## config.mk

```make
export PLATFORM = sky130hd
export DESIGN_NAME = sym8psk_mapper
export DESIGN_NICKNAME = d
export VERILOG_FILES = /design/src/rtl/sym8psk_pkg.sv /design/src/rtl/dpsk8_gray_map.sv /design/src/rtl/sym8psk_mapper.sv
export SDC_FILE = /design/constraint.sdc
export NUM_CORES = 1
export LEC_CHECK = 0
export BUFFER_PORTS_ARGS = -buffer_cell sky130_fd_sc_hd__buf_2
export CORE_MARGIN = 1
export CORE_UTILIZATION = 58
export DETAILED_ROUTE_END_ITERATION = 10
export PLACE_DENSITY = 0.8
export SYNTH_ARGS = -nofsm -noshare
export SYNTH_HDL_FRONTEND = slang
export SYNTH_HIERARCHICAL = 1
export SYNTH_SLANG_ARGS = --single-unit
export TNS_END_PERCENT = 50
```

## constraint.sdc

```tcl
create_clock -name clk_6M -period 3 [get_ports clk_6M]
set_input_delay 0.6 -clock clk_6M [delete_from_list [all_inputs] [get_ports clk_6M]]
set_output_delay 0.6 -clock clk_6M [all_outputs]
set_load 0.05 [all_outputs]
```

## src/rtl/sym8psk_pkg.sv

```systemverilog
// sym8psk_pkg
//   Shared types and constants for the 8DPSK symbol mapper.
//   - state_t    : mapper FSM state encoding
//   - LEN_W_DEF  : default payload bit-length width
//   - CNT_W_DEF  : default symbol counter width
//   - gray_step  : Gray-coded bit triple -> phase step (units of pi/4)
package sym8psk_pkg;

    localparam int LEN_W_DEF = 12;
    localparam int CNT_W_DEF = 11;

    typedef enum logic [1:0] {
        ST_IDLE = 2'd0,
        ST_RUN  = 2'd1,
        ST_DONE = 2'd2
    } state_t;

    // b1 is the MSB of the triple
    function automatic logic [2:0] gray_step(input logic [2:0] triple);
        logic [2:0] step;
        case (triple)
            3'b000:  step = 3'd0;
            3'b001:  step = 3'd1;
            3'b011:  step = 3'd2;
            3'b010:  step = 3'd3;
            3'b110:  step = 3'd4;
            3'b111:  step = 3'd5;
            3'b101:  step = 3'd6;
            default: step = 3'd7;   // 3'b100
        endcase
        return step;
    endfunction

endpackage

```

## src/rtl/dpsk8_gray_map.sv

```systemverilog
// dpsk8_gray_map
//   Combinational Gray map from a 3-bit payload triple to a phase step.
//   Ports:
//     triple  in   3  bit triple, b1 in bit 2
//     step    out  3  phase step in units of pi/4
module dpsk8_gray_map
    import sym8psk_pkg::*;
(
    input  logic [2:0] triple,
    output logic [2:0] step
);

    always_comb begin
        step = gray_step(triple);
    end

endmodule

```

## src/rtl/sym8psk_mapper.sv

```systemverilog
// sym8psk_mapper
//   Packs the serial EDR payload into 3-bit triples, Gray-maps each to a
//   phase step and accumulates an absolute 8DPSK phase index. A trailing
//   partial triple is zero-padded. Counts symbols and pulses done_p once
//   the payload is exhausted.
//   Ports:
//     clk_6M     in   1      baseband clock
//     rst        in   1      asynchronous active-high reset
//     en_p       in   1      start pulse; samples len, clears phase/counters
//     len        in   LEN_W  payload length in bits
//     bit_in     in   1      payload bit (first bit of a triple is b1)
//     bit_valid  in   1      bit_in valid this cycle
//     sym_phase  out  3      absolute phase index (units of pi/4)
//     sym_valid  out  1      pulse, sym_phase updated this cycle
//     sym_count  out  CNT_W  symbols emitted since last en_p
//     busy       out  1      high while consuming payload
//     done_p     out  1      pulse alongside the last symbol
//
//   state | meaning
//   ------+---------------------------------------------------
//   IDLE  | waiting for en_p; bits ignored, outputs hold
//   RUN   | consuming payload bits, emitting symbols
//   DONE  | one cycle, done_p high, then back to IDLE
module sym8psk_mapper
    import sym8psk_pkg::*;
#(
    parameter int LEN_W = LEN_W_DEF,
    parameter int CNT_W = CNT_W_DEF
) (
    input  logic             clk_6M,
    input  logic             rst,
    input  logic             en_p,
    input  logic [LEN_W-1:0] len,
    input  logic             bit_in,
    input  logic             bit_valid,
    output logic [2:0]       sym_phase,
    output logic             sym_valid,
    output logic [CNT_W-1:0] sym_count,
    output logic             busy,
    output logic             done_p
);

    state_t           state;
    state_t           state_nxt;
    logic [LEN_W-1:0] len_q;
    logic [LEN_W-1:0] bitcnt;
    logic [1:0]       slot;
    logic [2:0]       triple;
    logic [2:0]       triple_nxt;
    logic [2:0]       step;
    logic             accept;
    logic             last_bit;
    logic             sym_done;

    // len_q is never 0 while in RUN, so len_q-1 cannot underflow there
    assign last_bit = (bitcnt == len_q - LEN_W'(1));
    assign accept   = (state == ST_RUN) && bit_valid && !en_p;
    assign sym_done = accept && ((slot == 2'd2) || last_bit);

    // triple is cleared at every symbol boundary, so unfilled positions of a
    // short final triple are already zero
    always_comb begin
        triple_nxt = triple;
        case (slot)
            2'd0:    triple_nxt[2] = bit_in;
            2'd1:    triple_nxt[1] = bit_in;
            default: triple_nxt[0] = bit_in;
        endcase
    end

    dpsk8_gray_map u_gray_map (
        .triple (triple_nxt),
        .step   (step)
    );

    always_ff @(posedge clk_6M or posedge rst) begin
        if (rst) begin
            state <= ST_IDLE;
        end else begin
            state <= state_nxt;
        end
    end

    always_comb begin
        state_nxt = state;
        case (state)
            ST_IDLE: begin
                if (en_p) state_nxt = (len == '0) ? ST_DONE : ST_RUN;
            end
            ST_RUN: begin
                if (en_p)                      state_nxt = (len == '0) ? ST_DONE : ST_RUN;
                else if (bit_valid && last_bit) state_nxt = ST_DONE;
            end
            ST_DONE: begin
                if (en_p) state_nxt = (len == '0) ? ST_DONE : ST_RUN;
                else      state_nxt = ST_IDLE;
            end
            default: state_nxt = ST_IDLE;
        endcase
    end

    always_ff @(posedge clk_6M or posedge rst) begin
        if (rst) begin
            len_q     <= '0;
            bitcnt    <= '0;
            slot      <= '0;
            triple    <= '0;
            sym_phase <= '0;
            sym_count <= '0;
            sym_valid <= 1'b0;
        end else begin
            sym_valid <= 1'b0;
            if (en_p) begin
                len_q     <= len;
                bitcnt    <= '0;
                slot      <= '0;
                triple    <= '0;
                sym_phase <= '0;
                sym_count <= '0;
            end else if (accept) begin
                bitcnt <= bitcnt + LEN_W'(1);
                if (sym_done) begin
                    slot      <= '0;
                    triple    <= '0;
                    sym_phase <= sym_phase + step;
                    sym_count <= sym_count + CNT_W'(1);
                    sym_valid <= 1'b1;
                end else begin
                    slot   <= slot + 2'd1;
                    triple <= triple_nxt;
                end
            end
        end
    end

    assign busy   = (state == ST_RUN);
    assign done_p = (state == ST_DONE);

endmodule

```

## Word-level counts from Yosys, hierarchy flattened

Index checks and enable logic that the tools add are counted.

| cells by class | value |
|---|---|
| add/subtract/negate cells | 5 |
| multiply operators | 0 |
| divide/modulo/power cells | 0 |
| magnitude comparators | 0 |
| equality and inequality tests | 13 |
| shift-type cells | 0 |
| muxes and demuxes | 27 |
| bitwise operators | 0 |
| reduce and logical (&&, ||, !) cells | 15 |

Operator list:

| operator | count |
|---|---|
| two-way mux 11 bit | 3 |
| two-way mux 12 bit | 2 |
| one-hot mux 3 bit (7 select lines) | 1 |
| two-way mux 3 bit | 6 |
| two-way mux 2 bit | 8 |
| adder 12 x 1 -> 12 bit (second input constant) | 1 |
| == test 12 bit | 1 |
| zero test 12 bit | 1 |
| subtractor 12 x 1 -> 12 bit (second input constant) | 1 |
| adder 11 x 1 -> 11 bit (second input constant) | 1 |
| == test 3 bit (second input constant) | 3 |
| == test 3 x 2 -> 1 bit (second input constant) | 2 |
| two-way mux 1 bit | 6 |
| one-hot mux 2 bit (3 select lines) | 1 |
| == test 2 x 1 -> 1 bit (second input constant) | 2 |
| == test 2 bit (second input constant) | 2 |
| logical AND 1 bit | 4 |
| zero test 2 bit | 2 |
| AND reduction 2 bit | 2 |
| nonzero test 2 bit | 2 |
| adder 3 bit | 1 |
| == test 3 x 1 -> 1 bit (second input constant) | 1 |
| zero test 3 bit | 1 |
| != test 3 x 2 -> 1 bit (second input constant) | 1 |
| 5 further kinds | 5 |

| word-level totals | value |
|---|---|
| register bits after elaboration | 46 |
| latch bits | 0 |
| RAM bits | 0 |
| bits in read-only memories | 0 |
| input port bits | 17 |
| output and inout bits | 17 |
| word-level logic and storage cells | 68 |
| memories kept | 0 |

## Depth between registers and ports, before layout

Gate-level depths: netlist of the first run.

| depth | value |
|---|---|
| depth after elaboration | 9 |
| mapped depth | 10 |
| mapped depth without buffers | 10 |

## Hierarchy

The synthesis of the first run kept the hierarchy.

By module, submodules not included:

| module | times used | cells an instance | area each (um2) | sequential area each (um2) |
|---|---|---|---|---|
| sym8psk_mapper | 1 | 280 | 2652.5 | 1151.1 |
| dpsk8_gray_map | 1 | 3 | 36.3 | 0.0 |

## Worst setup path after synthesis of the first run

Ideal clock, no wire load.

| timing | value |
|---|---|
| path type | reg-to-reg |
| start point | register len_q[0] |
| end point | register sym_count[10] |
| library setup time | 0.127 ns |
| arrival time | 2.551 ns |
| data required time | 2.873 ns |
| setup slack | 0.322 ns |
| cell stages (with the launch flop) | 10 |
| buffers on the path | 0 |
| period minus slack after synthesis | 2.678 ns |
| cell sequence | dfrtp_1 inv_1 ha_1 or4b_1 or3_1 a22oi_2 and4_4 a21o_2 and4_1 mux2_1 |

| on the way | value |
|---|---|
| word-level cells in the longest chain between the ends | 6 |

RTL lines:

| element | RTL line | text |
|---|---|---|
| from (decl) | sym8psk_mapper.sv:45 | `logic [LEN_W-1:0] len_q;` |
| from (signal assigned) | sym8psk_mapper.sv:114 | `len_q <= len;` |
| subtractor 12 x 1 -> 12 bit | sym8psk_mapper.sv:56 | `assign last_bit = (bitcnt == len_q - LEN_W'(1));` |
| == test 12 bit | sym8psk_mapper.sv:56 |  |
| logical OR 1 bit | sym8psk_mapper.sv:58 | `assign sym_done = accept && ((slot == 2'd2) \|\| last_bit);` |
| logical AND 1 bit | sym8psk_mapper.sv:58 |  |
| nonzero test 2 bit (no source line) | - |  |
| AND reduction 2 bit (no source line) | - |  |
| to (signal assigned) | sym8psk_mapper.sv:126 | `sym_count <= sym_count + CNT_W'(1);` |
| to (decl) | sym8psk_mapper.sv:38 | `output logic [CNT_W-1:0] sym_count,` |

No other way between the ends.
A chain may end at the register's enable or synchronous reset.

## Final worst setup path of the first run

Ends and elaborated chain as after synthesis.

==> results of run 1 <==
area by class of cell:
class                           count  area share
Multi-Input combinational cell    216      0.4853
Inverter                            9     0.01132
Sequential cell                    46      0.3856
Clock buffer                        7     0.02892
Tap cell                           52     0.02179
Clock inverter                      1    0.001676
Timing Repair Buffer               37     0.06538
layer usage:
metal | track usage | up-vias | share of wire
met5 | 0 | - | 0
met4 | 0.06000 | 0 | 0.0096
met3 | 0.04906 | 5 | 0.038
met2 | 0.3558 | 39 | 0.47
met1 | 0.3302 | 1039 | 0.49
li1 | - | 1056 | -
worst max-delay path, cell delays in order, from the launching register on:
cell and delay, ns:
dfrtp_1 0.44, inv_1 0.10, ha_1 0.23, or4b_1 0.50, or3_1 0.38, a22oi_2 0.15
and4_4 0.27, a21o_4 0.19, and4_1 0.21, mux2_1 0.32
through the flow:
step	power (mW)	worst slack [ns]	hold slack, ns	std cells	utilization
after floorplan	0.8274	0.3220	0.4983	283	-
after detailed placement	0.8736	0.03026	0.5126	360	0.6542
after global placement	0.8696	0.1211	0.5081	360	0.6542
after global routing	1.316	0.00002820	0.5388	368	0.6763
final	1.255	0.1017	0.5060	368	0.6763
after CTS	1.259	0.01911	0.5244	368	0.6749
report_power, final:
part,switching [mW],internal (mW)
combinational,0.103,0.0839
clock,0.207,0.186
sequential,0.0329,0.643
Yosys cell counts, types with 2 or more instances:
cell type / n / area share
nand3_1: 13 / 0.024
xnor2_1: 11 / 0.036
ha_1: 7 / 0.033
mux2_2: 13 / 0.054
nand2_1: 28 / 0.039
nor2b_1: 8 / 0.019
xor2_1: 12 / 0.039
nor2_1: 23 / 0.032
o21ai_0: 15 / 0.028
nor3_1: 4 / 0.0074
and2_1: 2 / 0.0047
a31o_1: 2 / 0.0065
nand4b_1: 2 / 0.0065
nor4b_1: 2 / 0.0065
inv_1: 9 / 0.013
nor4_1: 6 / 0.014
mux2_1: 3 / 0.013
nand2b_1: 3 / 0.0070
or3_1: 10 / 0.023
dfrtp_1: 46 / 0.43
mux2i_1: 2 / 0.0074
and3_1: 5 / 0.012
buf_6: 2 / 0.0084
a31oi_1: 2 / 0.0047
a21oi_2: 2 / 0.0065
a21oi_1: 19 / 0.035
nand4_1: 5 / 0.012
clkbuf_1: 8 / 0.011
flip-flops by register name (all words and copies together) (netlist names):
register,cells
bitcnt,12
len_q,12
sym_count,11
sym_phase,3
triple,3
slot,2
state,2
sym_valid,1
kinds of logic after synthesis:
kind of cell / count (synthesis)
xor+xnor: 24
fa+ha+maj: 8
mux: 18
buf+inv: 21
compound gates: 48
simple gates: 118
flops: 46
final timing paths:
check                      depth (start not counted)  slack, ns             to
setup / recovery                                   9       0.10  sym_count[10]
hold / removal                                     2       0.51      len_q[11]
setup reg to reg                                   9       0.10  sym_count[10]
hold reg to reg                                    2       0.53      triple[2]
max in group asynchronous                          2       1.89       len_q[5]
min in group clk_6M                                2       0.53      triple[2]
cell usage in the layout, fill, tap and decap left out, types with 2 or more instances in the layout:
cell type / count
nor2b_1: 8
a31o_1: 2
clkbuf_8: 6
nor4b_1: 2
xor2_1: 12
buf_2: 33
nand2_1: 28
mux2_2: 13
mux2i_1: 2
nand2b_1: 3
xnor2_1: 11
nor2_1: 23
inv_1: 8
nor3_1: 4
nand3_1: 13
and3_1: 5
a21oi_1: 19
nand4_1: 5
buf_4: 4
nand4b_1: 2
or3_1: 10
nor4_1: 6
and2_1: 2
o21ai_0: 15
dfrtp_1: 46
mux2_1: 3
a31oi_1: 2
ha_1: 7
a21oi_2: 2
timing repair:
item,in CTS,in global routing
endpoints found under the setup margin,0,2
gates resized for setup,0,1
hold buffers,0,0
setup buffers,0,0
==> flow_metrics.tcl, run 1 <==
set metrics [dict create \
    syn2layout_area_growth_pct 11.03 \
    cts_buffers 5 \
    synth_seq_area_share 0.4281 \
    power_density_nw_per_um2 420.4 \
    synth_top_family_by_area "simple AND/OR/NAND/NOR gates" \
    drc 0 \
    syn_area_per_cell_um2 9.501 \
    max_slew.worst_pin.slew_ns 0.9554 \
    cp.arrival_ns 3.09 \
    max-clock-path-buffers 2 \
    synthArstFlopShare 1.000 \
    drt-pass1-iter-count 4 \
    cts_root_buf "clkbuf_8" \
    drive_above_1_share 0.2089 \
    worstReg2RegStart "len_q[0]" \
    startpoint "len_q[0]" \
    port_buffers 33 \
    synthSimpleGateAreaFrac 0.2299 \
    max_freq_mhz 345.0 \
    cp-end-kind "flop" \
    antenna_found_initial 0 \
    setup_viol 0 \
    diodes 0 \
    period_share 0.9661 \
    required_ns 3.19 \
    fin_skew_ns 0.01408 \
    status "completed" \
    slew-limit-headroom 0.3622 \
    dieWidth_um 70.09 \
    synth_compound_area_frac 0.1084 \
    synthDistinctLibCells 47 \
    clkSinkCount 46 \
    synthCells 283 \
    detail_route.iter0.violations 176 \
    synthMuxAreaShare 0.07445 \
    grt_pass1_wl_mm 8.963 \
    avgRoutedWirePerCell_um 14.39 \
    htreeDepth 2 \
    drtAntennaViolNets 0 \
    grtUsageTotal 0.2300 \
    die_h_um 70.09 \
    post-dp-hpwl_mm 3.802 \
    yosys.area_share.adder 0.04002 \
    io-pin-count 34 \
    clk_latency_ns 0.30 \
    finalWirelength_mm 5.297 \
    synth_flop_cell "dfrtp_1" \
    drv_slew 0 \
    drv_cap 0 \
    cts.reportedPaths.clkPinSlew_ns 0.08 \
    vias 2139 \
    hp-class "primary input to async pin" \
    design_area_um2 2985 \
    fin_nets 340 \
    rsz0062_at_grt "false" \
    ys_warn_count 6 \
    row_count 24 \
    coreArea_um2 4414 \
    grt_max_degree 47 \
    placed_cell_area_um2 2888 \
    syn_nets 308 \
    hold_viol_final 0 \
    start_kind "flop" \
    crit_type "flop to flop" \
    die-area_um2 4912 \
    gp_congestion 0.8690 \
    post-route-min-period_ns 2.898 \
    grt_pass1_vias 1968 \
    synth-seq-cells 46 \
    routed_via_density 5.813 \
    synth_xor_area_frac 0.08376 \
    synth_edf_count 0 \
    seq_area_um2 1151 \
    synth_area_um2 2689 \
    ir_drop_mv 0.3546 \
    setup-tns-final_ns 0 \
    grt_overflow 0 \
    initial_core_util 0.6091 \
    nFillCells 366 \
    crit_fanout 11 \
    cts_tree "yes" \
    multi_input_comb_area_um2 1449 \
    power_leakage_nw 1.346 \
]
Power figures use the tool's default switching activity.
==> inputs of run 2 (changes only) <==
- CORE_UTILIZATION: 58 -> 45
- PLACE_DENSITY: 0.8 -> unset
- SYNTH_HIERARCHICAL: 1 -> unset
==> run 2 against run 1 <==
Die area up 26%. Synthesized cell count is 0.71% lower. Register-to-register slack about the same. Clock skew fell by 0.0073 ns. Hold slack got worse by 0.18 ns. Clock-buffer cell count down 2. Via count is 1.8% higher. Power up 8.5%. Critical endpoint is now sym_count[5].
==> flow_metrics.tcl, run 2 <==
set metrics [dict create \
    setup_slack_ns 0.1132 \
    max_freq_mhz 346.4 \
    final_cell_mix "dfrtp_1, buf_2, nand2_1" \
    holdWs_ns 0.3303 \
    crit_type "flop to flop" \
    setup-tns-final_ns 0 \
    synthCells 281 \
    grt_pass1_vias 2175 \
    syn2layout_area_growth_pct 16.61 \
    critical-path-max-stage-delay_ns 0.55 \
    power_density_nw_per_um2 440.6 \
    row_count 27 \
    period_share 0.9623 \
    synthArstFlopShare 1.000 \
    fin_skew_ns 0.006764 \
    coreArea_um2 5608 \
    initial_core_util 0.4728 \
    routed_via_density 5.568 \
    crit_buf_inv 1 \
    worstPathCellList "or4_4 > or4_4 > a21oi_2 > nor3_1 > o31a_1 > buf_12 > or4_1 > a21oi_1" \
    cts.reportedPaths.clkPinSlew_ns 0.09 \
    synth-seq-cells 46 \
    drv_slew 0 \
    io-pin-count 34 \
    gp_congestion 0.7563 \
    grt_overflow 0 \
    grt_pass1_wl_mm 10.21 \
    cts_buffers 5 \
    die-area_um2 6202 \
    htreeDepth 2 \
    cp_top_family "simple AND/OR/NAND/NOR gates" \
    crit_fanout 35 \
    synth_area_um2 2651 \
    start_kind "flop" \
    cts_tree "yes" \
    vias 2177 \
    drt-pass1-iter-count 4 \
    drv_cap 0 \
    synth_top_family_by_area "simple AND/OR/NAND/NOR gates" \
    synth_edf_count 0 \
    yosysTopAreaCellShare 0.4342 \
    syn_nets 306 \
    synthSimpleGateAreaFrac 0.2119 \
    nFillCells 550 \
    yosys.area_share.adder 0.04059 \
    syn_area_per_cell_um2 9.435 \
    hold_viol_final 0 \
    drc 0 \
    worstReg2RegStart "len_q[1]" \
    setup_viol 0 \
    post-dp-hpwl_mm 4.087 \
    synthMuxAreaShare 0.05050 \
    synth_xor_area_frac 0.08589 \
    max_slew.worst_pin.slew_ns 0.6906 \
    cp_slowest_cell "or4_4" \
    reg_top3 "bitcnt x12, len_q x12, sym_count x11" \
    r2r-end "sym_count[5]" \
    grtUsageTotal 0.2111 \
    detail_route.iter0.violations 96 \
    port_buffers 33 \
    slew-limit-headroom 0.5396 \
    synth_compound_area_frac 0.1416 \
    clkSinkCount 46 \
    grt_max_degree 36 \
    antenna_found_initial 0 \
    cp_common_cell "or4_4" \
    synth.largest_area_cell "dfrtp_1" \
    reg2regPathDepth 8 \
    max-clock-path-buffers 2 \
    synthDistinctLibCells 43 \
    post-route-min-period_ns 2.887 \
    drive_above_1_share 0.2351 \
    synth_area_leaders "dfrtp_1, xor2_1, mux2_2" \
    diodes 0 \
    reg2reg_setup_slack_ns 0.11 \
    required_ns 3.23 \
    final_common_cell "dfrtp_1" \
    yosysMostFrequentCell "dfrtp_1" \
    drtAntennaViolNets 0 \
    finalWirelength_mm 5.854 \
    clk_latency_ns 0.30 \
    synth_flop_cell "dfrtp_1" \
    synth_seq_area_share 0.4342 \
    dpl_worst_slack_ns -0.03422 \
    hp-class "primary input to async pin" \
    ys_warn_count 0 \
    cts_root_buf "clkbuf_8" \
    ys_top_cells_by_count "dfrtp_1, nand2_1, a21oi_1" \
    cp.arrival_ns 3.11 \
    status "completed" \
    ir_drop_mv 0.2256 \
    die_h_um 78.76 \
    dieWidth_um 78.76 \
    cp-end-kind "flop" \
    power_leakage_nw 1.322 \
    fin_nets 343 \
    avgRoutedWirePerCell_um 14.97 \
    cts_hold_buf 0 \
]
run 2: cell types whose count changed in the layout (fill, tap and decap cells not counted), sizes merged, moves of 4 or more:
cell and delta:
nand2 -4, nor4 +4, o31ai +8, mux2 -5, or4 +7, buf +6
xor2 +4, nand3 -6, nand3b +5
run 2: how the worst max path moves through the flow:
stage	start	depth (start not counted)	slack [ns]	to
after CTS	len_q[0]	8	0.03	sym_count[5]
after floorplan	slot[0]	10	0.32	sym_phase[2]
after detailed placement	len_q[0]	10	-0.03	sym_count[10]
after global placement	len_q[0]	10	0.1	sym_count[7]
final	len_q[1]	8	0.11	sym_count[5]
after global routing	len_q[1]	8	-0.002	sym_count[5]
run 2: stage by stage:
step	util	instances	total power, mW	cell area [um^2]
after floorplan	-	281	0.8386	2651
after global placement	0.5225	382	0.9040	2930
after detailed placement	0.5225	382	0.9091	2930
after CTS	0.5428	390	1.376	3044
after global routing	0.5513	391	1.444	3092
final	0.5513	391	1.362	3092
run 2: final cells by class:
class	count	area (um^2)	area share
clock inverter	3	40.04	0.01295
clock buffer	5	68.82	0.02226
timing repair buffer	43	252.7	0.08175
inverter	10	37.54	0.01214
sequential	46	1152	0.3727
tap	72	90.09	0.02914
multi-input combinational	212	1450	0.4690
run 2: power breakdown:
group	internal (mW)	switching [mW]
clock	0.245	0.210
sequential	0.645	0.0295
combinational	0.102	0.130
total	0.992	0.370
run 2: repair_timing:
action                     4_1_cts  5_1_grt
resized for setup                1        9
setup endpoints to repair        6        7
buffers inserted                 0        1
cloned                           0        0
pin swaps                        0        4
run 2: routing by layer:
| layer | global-route usage | vias to the layer above | share of wire |
|---|---|---|---|
| met5 | 0 | - | 0 |
| met3 | 0.04023 | 5 | 0.026 |
| met1 | 0.2680 | 1058 | 0.48 |
| met4 | 0.06667 | 0 | 0.010 |
| met2 | 0.3617 | 30 | 0.48 |
| li1 | - | 1084 | - |
run 2: logic make-up (layout without fill, tap and decap cells):
group	Yosys count	count (layout)
xor gates and xnor gates	26	26
AOI/OAI and AO/OA	61	61
muxes	12	12
DFF	46	46
buffers and inverters	23	61
adders and majority gates	8	8
and+or+nand+nor	105	105
==> inputs of run 3 (changes only) <==
- PLACE_DENSITY: unset -> 0.69
- SLEW_MARGIN: unset -> 20
==> run 3 against run 2 <==
Sequential cell count unchanged. Core utilization down 0.85 points. Hold slack better by 0.19 ns. Wire length down 2.2%. Clock-buffer cell count up 2. Largest cell class unchanged. Largest power group unchanged. Global-route usage down 1.7 points.
==> flow_metrics.tcl, run 3 (synthesis gave the netlist of run 2 again) <==
set metrics [dict create \
    drc 0 \
    power_frac_comb 0.182 \
    cp-end-kind "flop" \
    gp_congestion 0.8043 \
    nFillCells 530 \
    clk_latency_ns 0.30 \
    max-clock-path-buffers 2 \
    setup-tns-final_ns 0 \
    htreeDepth 2 \
    drt-pass1-iter-count 4 \
    period_share 0.9680 \
    drtAntennaViolNets 0 \
    vias 2180 \
    diodes 0 \
    cts_hold_buf 0 \
    placed_cell_area_um2 2923 \
    rsz0062_at_grt "false" \
    hp-class "primary input to async pin" \
    row_count 27 \
    detail_route.iter0.violations 183 \
    crit_type "flop to flop" \
    crit_fanout 35 \
    dpl_worst_slack_ns -0.07159 \
    grt_max_degree 47 \
    die-area_um2 6202 \
    avgRoutedWirePerCell_um 14.64 \
    cp.arrival_ns 3.13 \
    clkSinkCount 46 \
    startpoint "len_q[1]" \
    slew-limit-headroom 0.3488 \
    max_slew.worst_pin.slew_ns 0.9753 \
    intPower_mw 0.9080 \
    hold_viol_final 0 \
    switchingPower_mw 0.3634 \
    drv_slew 0 \
    antenna_found_initial 0 \
    final_common_cell "dfrtp_1" \
    grt_overflow 0 \
    fin_nets 344 \
    switching_share 0.2858 \
    cts_tree "yes" \
    dieWidth_um 78.76 \
    multi_input_comb_area_um2 1428 \
    drive_above_1_share 0.2132 \
    power_frac_clock 0.288 \
    finalWirelength_mm 5.724 \
    start_kind "flop" \
    power_leakage_nw 1.307 \
    grt_pass1_wl_mm 9.384 \
    holdWs_ns 0.5158 \
    fin_skew_ns 0.008007 \
    required_ns 3.22 \
    reg_top3 "bitcnt x12, len_q x12, sym_count x11" \
    cts_buffers 5 \
    status "completed" \
    cts.reportedPaths.clkPinSlew_ns 0.08 \
    syn2layout_area_growth_pct 14.82 \
    design_area_um2 3044 \
    seq_area_um2 1152 \
    final_cell_mix "dfrtp_1, buf_2, nand2_1" \
    setup_slack_ns 0.09600 \
    initial_core_util 0.4728 \
    max_freq_mhz 344.4 \
    setup_viol 0 \
    io-pin-count 34 \
    grt_pass1_vias 2052 \
    drv_cap 0 \
    power_density_nw_per_um2 417.6 \
    ir_drop_mv 0.2573 \
    worstReg2RegStart "len_q[1]" \
    coreArea_um2 5608 \
    port_buffers 33 \
    post-dp-hpwl_mm 3.904 \
    routed_via_density 5.575 \
    post-route-min-period_ns 2.904 \
    die_h_um 78.76 \
    seqPwrFrac 0.530 \
    grtUsageTotal 0.1938 \
    cts_root_buf "clkbuf_8" \
]
[run 3: changes by cell type in the layout (fill, tap and decap cells not counted), sizes merged]
| cell | delta |
|---|---|
| clkbuf | +2 |
| clkinv | -2 |
| bufinv | -1 |
| buf | +1 |
[run 3: cell type report]
type / instances / area share
Clock buffer: 7 / 0.02507
Inverter: 10 / 0.01233
Multi-Input combinational cell: 212 / 0.4690
Sequential cell: 46 / 0.3785
Tap cell: 72 / 0.02959
Timing Repair Buffer: 44 / 0.08549
[run 3: worst paths after layout]
check	to	slack, ns	cells after the start
worst max-delay path	sym_count[10]	0.1	8
worst min-delay path	sym_count[5]	0.52	2
worst max register to register	sym_count[10]	0.1	8
worst min register to register	state[0]	0.53	1
max in group asynchronous	len_q[3]	1.83	2
min in group clk_6M	state[0]	0.53	1
[run 3: power by group through the flow]
stage | logic (mW) | registers (mW) | clock network (mW)
floorplan | 0.153 | 0.685 | 0
global placement | 0.213 | 0.685 | 0
detailed placement | 0.220 | 0.686 | 0
CTS | 0.226 | 0.673 | 0.376
global route | 0.256 | 0.678 | 0.395
finish | 0.232 | 0.674 | 0.366
[run 3: timing repair]
item / CTS / global route
setup endpoints to repair: 6 / 6
pin swaps: 0 / 1
buffers inserted: 2 / 1
gates resized for setup: 1 / 4
[run 3: metal layers]
| layer | wire, um | track usage |
|---|---|---|
| met1 | 2764 | 0.2657 |
| met3 | 252 | 0.03218 |
| met5 | 0 | 0 |
| met2 | 2624 | 0.3035 |
| met4 | 82 | 0.07963 |
[run 3: critical path: stages (launching register included)]
cell and delay [ns]:
dfrtp_1 0.40, or4_4 0.55, or4_1 0.50, a21oi_1 0.16, nor3_1 0.08, o31a_1 0.29, buf_12 0.18, or4_1 0.50
a21oi_1 0.17
[run 3: stage by stage]
| stage | power (mW) | util | std cells |
|---|---|---|---|
| 6_report | 1.271 | 0.5428 | 391 |
| 5_1_grt | 1.329 | 0.5428 | 391 |
| 4_1_cts | 1.275 | 0.5384 | 390 |
| 3_5_place_dp | 0.9060 | 0.5212 | 381 |
| 3_3_place_gp | 0.8986 | 0.5212 | 381 |
| 2_1_floorplan | 0.8386 | - | 281 |
